<file path="src/rtl/pipe_stage_reg.sv">
// Parametrised inter-stage pipeline register: DEPTH stages of payload, control and valid,
// with stall (hold), flush (bubble) and a registered occupancy count for hazard logic.
module pipe_stage_reg #(
    parameter int DATA_W = 69,
    parameter int CTRL_W = 4,
    parameter int DEPTH  = 1,
    parameter int CNT_W  = 4
) (
    input  logic              clk,
    input  logic              reset,
    input  logic              in_valid,
    input  logic [DATA_W-1:0] in_data,
    input  logic [CTRL_W-1:0] in_ctrl,
    input  logic              stall,
    input  logic              flush,
    output logic              out_valid,
    output logic [DATA_W-1:0] out_data,
    output logic [CTRL_W-1:0] out_ctrl,
    output logic [DEPTH-1:0]  stage_valid,
    output logic [CNT_W-1:0]  occupancy
);

    if (DEPTH < 1 || DEPTH > 8) begin : g_bad_depth
        $error("pipe_stage_reg: DEPTH must be in 1..8");
    end
    if ((64'd1 << CNT_W) <= 64'(DEPTH)) begin : g_bad_cnt_w
        $error("pipe_stage_reg: CNT_W too narrow to count DEPTH stages");
    end

    logic [DATA_W-1:0] r_data [DEPTH];
    logic [CTRL_W-1:0] r_ctrl [DEPTH];
    logic [DEPTH-1:0]  r_valid;
    logic [CNT_W-1:0]  r_occ;
    logic [DEPTH-1:0]  w_valid_nxt;

    function automatic logic [CNT_W-1:0] popcount(input logic [DEPTH-1:0] v);
        logic [CNT_W-1:0] n;
        n = '0;
        for (int k = 0; k < DEPTH; k++) begin
            n = n + CNT_W'(v[k]);
        end
        return n;
    endfunction

    // Next valid vector is shared by the stage registers and the occupancy count,
    // so occupancy always matches stage_valid on the same edge.
    always_comb begin
        w_valid_nxt = r_valid;
        if (flush) begin
            w_valid_nxt = '0;
        end else if (!stall) begin
            w_valid_nxt[0] = in_valid;
            for (int k = 1; k < DEPTH; k++) begin
                w_valid_nxt[k] = r_valid[k-1];
            end
        end
    end

    always_ff @(posedge clk or posedge reset) begin
        if (reset) begin
            for (int k = 0; k < DEPTH; k++) begin
                r_data[k] <= '0;
                r_ctrl[k] <= '0;
            end
            r_valid <= '0;
            r_occ   <= '0;
        end else begin
            r_valid <= w_valid_nxt;
            r_occ   <= popcount(w_valid_nxt);
            if (flush) begin
                // Payload is left in place; only control is scrubbed with the valid bits.
                for (int k = 0; k < DEPTH; k++) begin
                    r_ctrl[k] <= '0;
                end
            end else if (!stall) begin
                r_data[0] <= in_data;
                r_ctrl[0] <= in_valid ? in_ctrl : '0;
                for (int k = 1; k < DEPTH; k++) begin
                    r_data[k] <= r_data[k-1];
                    r_ctrl[k] <= r_ctrl[k-1];
                end
            end
        end
    end

    assign out_valid   = r_valid[DEPTH-1];
    assign out_data    = r_data[DEPTH-1];
    assign out_ctrl    = r_ctrl[DEPTH-1];
    assign stage_valid = r_valid;
    assign occupancy   = r_occ;

endmodule
</file>
<file path="config.mk">
export PLATFORM = sky130hd
export DESIGN_NAME = pipe_stage_reg
export DESIGN_NICKNAME = d
export VERILOG_FILES = /design/src/rtl/pipe_stage_reg.sv
export SDC_FILE = /design/constraint.sdc
export NUM_CORES = 1
export LEC_CHECK = 0
export ABC_CLOCK_PERIOD_IN_PS = 6450
export CAP_MARGIN = 20
export CORE_MARGIN = 4
export CORE_UTILIZATION = 42
export DETAILED_ROUTE_END_ITERATION = 10
export MAX_ROUTING_LAYER = met4
export PLACE_DENSITY = 0.89
export REMOVE_ABC_BUFFERS = 1
export SLEW_MARGIN = 20
export SYNTH_ARGS = -nofsm -noshare
export SYNTH_HDL_FRONTEND = slang
export SYNTH_SLANG_ARGS = --single-unit
</file>
<file path="constraint.sdc">
create_clock -name clk -period 6.45 [get_ports clk]
set_clock_uncertainty 0.05 [all_clocks]
set_input_delay 0.645 -clock clk [delete_from_list [all_inputs] [get_ports clk]]
set_output_delay 0.645 -clock clk [all_outputs]
set_load 0.02 [all_outputs]
</file>
After elaboration in Yosys (flattened, before gate mapping)
Index checks and enable logic that the tools add are counted.
{"block": "classes", "bitwise": 2, "n_eq_ne": 1, "n_reduce_logical": 1, "muxes": 5}
{"op": "4-bit 2-to-1 mux", "n": 3}
{"op": "1-bit 2-to-1 mux", "n": 2}
{"op": "2-bit by 1-bit != test with 1-bit output (second input constant)", "n": 1}
{"op": "1-bit NOT", "n": 2}
{"op": "2-bit AND reduction", "n": 1}
{"block": "word_totals", "elab_cells": 12, "ff_bits": 74, "out_inout_bits": 79, "inputBits": 78}

Logic depth before layout (Yosys ltp)
{"block": "logic_depth", "depth_word": 3, "ltp_mapped": 5, "mapped_depth_nobuf": 2}

Least setup slack after synthesis
OpenSTA, ideal clock, no wires.
{"block": "synth_timing", "path_type": "input to register", "from": "in stall", "to": "reg r_data, in the netlist out_data[21]", "arrival_time_ps": 1538, "stages": 5, "t_required_ps": 6275, "n_path_buf": 3, "slack_ps": 4737, "setup_ps": 125, "cell_sequence": "buf_2 nor2_4 buf_6 buf_8 mux2_4"}
{"block": "synth_between", "elab_chain_len": 2}
{"item": "from (decl)", "line": "14", "text": "input logic stall,"}
{"item": "1-bit NOT (no source line)"}
{"item": "2-bit AND reduction (no source line)"}
{"item": "to (signal, indexed assignment)", "line": "79", "text": "r_data[k] <= r_data[k-1];"}
{"item": "to (decl)", "line": "30", "text": "logic [DATA_W-1:0] r_data [DEPTH];"}
Every way passes these cells.
A chain may end at the register's enable or synchronous reset.

Worst setup path after layout
{"block": "layout_timing", "from": "in stall", "to": "reg r_data, in the netlist out_data[39]"}
The elaborated chain is that of the path after synthesis.

==> impl_metrics.env <==
export IMPL_status="finished clean"
export IMPL_startpoint_type="input pin"
export IMPL_grt_pass1_vias=2107
export IMPL_drt_iter0_drc=44
export IMPL_ctsLongestPathBuffers=2
export IMPL_hold_class="reg2reg"
export IMPL_areaGrowthSynthToFinish_pct=62.6
export IMPL_min_period_ns=2.90
export IMPL_required_ns=6.61
export IMPL_grt_first_pass_wirelength_um=10600
export IMPL_nets=406
export IMPL_max_freq_mhz=345
export IMPL_vias_per_cell=4.78
export IMPL_netlist_instances=173
export IMPL_crit_family="buffers and inverters"
export IMPL_synth_top_area_frac=0.645
export IMPL_rows=29
export IMPL_portBuffers=153
export IMPL_hold_slack_ns=0.459
export IMPL_fin_area_um2=4670
export IMPL_placed_area_um2=4410
export IMPL_synth_ff_type="dfrtp_1"
export IMPL_async_flop_share=1.00
export IMPL_io_pins=157
export IMPL_path_cells="clkdlybuf4s50_1 -> nor2_4 -> buf_4 -> mux2_2"
export IMPL_post_route_period_util=0.450
export IMPL_h_tree_depth=3
export IMPL_cts_setup_buffers=0
export IMPL_tightest_slew_ns=0.990
export IMPL_die_y_um=90.7
export IMPL_drive_gt1_frac=0.264
export IMPL_globalplace_congestion=0.714
export IMPL_syn_cell_area_um2=2870
export IMPL_post_route_drc_count=0
export IMPL_ys_ff_latch=74
export IMPL_holdBufCountCts=0
export IMPL_clkTransAtPathRegs_ns=0.08
export IMPL_crit_path_top_delay_cell="nor2_4"
export IMPL_antenna_found_initial=0
export IMPL_leakagePower_nw=1.94
export IMPL_setup_tns_ns=0
export IMPL_r2r_slack_ns=5.62
export IMPL_hold_viol=0
export IMPL_arrival_ns=3.06
export IMPL_synth_cell_type_count=15
export IMPL_overflow=0
export IMPL_initial_utilization=0.442
export IMPL_synth_common_cells="74 x dfrtp_1, 59 x mux2_2, 10 x buf_4, 10 x mux2_4"
export IMPL_ant_nets=0
export IMPL_cts_resized=0
export IMPL_maxSlewViolCount=0
export IMPL_grt_max_degree=75
export IMPL_drt_total_wl_um=6880
export IMPL_max_stage_delay_ns=0.83
export IMPL_rsz0062_at_grt="no"
export IMPL_timing_critical_path_fanout_max=35
export IMPL_synth_area_leader_cell="dfrtp_1"
export IMPL_cp_end_kind="flop"
export IMPL_critical_path_class="in2reg"
export IMPL_ys_warn_count=0
export IMPL_synthTopCellsByArea="dfrtp_1 65%, mux2_2 23%, mux2_4 5.2%"
export IMPL_yosysMostFrequentCell="dfrtp_1"
export IMPL_root_buffer="clkbuf_8"
export IMPL_syn_area_per_cell_um2=16.6
export IMPL_die_area_um2=8220
export IMPL_cts_sinks=74
export IMPL_antenna_cells=0
export IMPL_maxCapViolations=0
export IMPL_powerDensity_nw_per_um2=295
export IMPL_dr_pass1_iters=4
export IMPL_cts_tree="built"
export IMPL_wl_per_cell_um=16.8
export IMPL_cts_buffers_inserted=9
export IMPL_relSlewSlack=0.338
export IMPL_path_buf_inv=2
export IMPL_num_vias=1961
export IMPL_power_mw=1.38
export IMPL_vdd_drop_max_mv=0.202
export IMPL_setup_viol=0
export IMPL_seq_area_frac_synth=0.645
export IMPL_hpwl_um=5140
export IMPL_core_area_um2=6490
export IMPL_clock_latency_ns=0.32
export IMPL_synth_edf_count=0
export IMPL_grt_usage=0.171
export IMPL_fp_dieW_um=90.7
[flip-flops by register name, summed over array words and instances, names as in the netlist]
signal     flops
occupancy      1
out_data      69
out_ctrl       4
[power by group]
part	switching (mW)	internal [mW]	leakage (nW)
Clock	0.163	0.279	0.123
Sequential	0.0348	0.529	0.878
Combinational	0.160	0.210	0.940
Total	0.358	1.02	1.94
[per-layer routing]
metal	track usage	wire, um	up-vias
met1	0.198	2860	946
met4	0.0612	98	0
met5	-	0	-
met2	0.282	3410	102
li1	-	-	903
met3	0.0517	514	10
[placed cells by master (no fill, tap or decap), drive strengths merged]
cell type	netlist	routed
clkdlybuf4s50	0	153
nor2	2	2
a21oi	4	4
clkinvlp	0	1
conb	1	3
mux2	69	69
clkbuf	0	12
dfrtp	74	74
inv	1	1
nand3b	4	4
bufinv	0	3
nand2	4	4
mux2i	1	1
buf	13	2
[final timing paths]
check / start / end / depth (start not counted)
max: stall / out_data[39] / 4
min: out_data[54] / out_data[54] / 1
max reg2reg: out_data[44] / out_data[44] / 1
min reg2reg: out_data[54] / out_data[54] / 1
max in group asynchronous: reset / out_ctrl[0] / 3
min in group asynchronous: reset / out_data[59] / 3
[layout make-up]
cell class                      instances  area (um^2)
Inverter                                1         3.75
Clock inverter                          4         97.6
Tap cell                               77         96.3
Multi-Input combinational cell         87          916
Timing Repair Buffer                  155         1550
Sequential cell                        74         1850
Clock buffer                           12          155
Fill cell                             446         1830
[cells by family after synthesis]
family,synth area share
compound gates,0.00697
buf+inv,0.0384
other cells,0.00131
flops,0.645
simple gates,0.0209
mux,0.287
[metrics by stage]
step | setup WS [ns] | instances | util
after global placement | 3.26 | 394 | 0.680
after floorplan | 3.87 | 162 | -
after global routing | 3.46 | 410 | 0.719
after detailed placement | 3.19 | 394 | 0.680
final | 3.55 | 410 | 0.719
after CTS | 3.55 | 410 | 0.719
No activity file was read; power rests on OpenSTA's default activity.
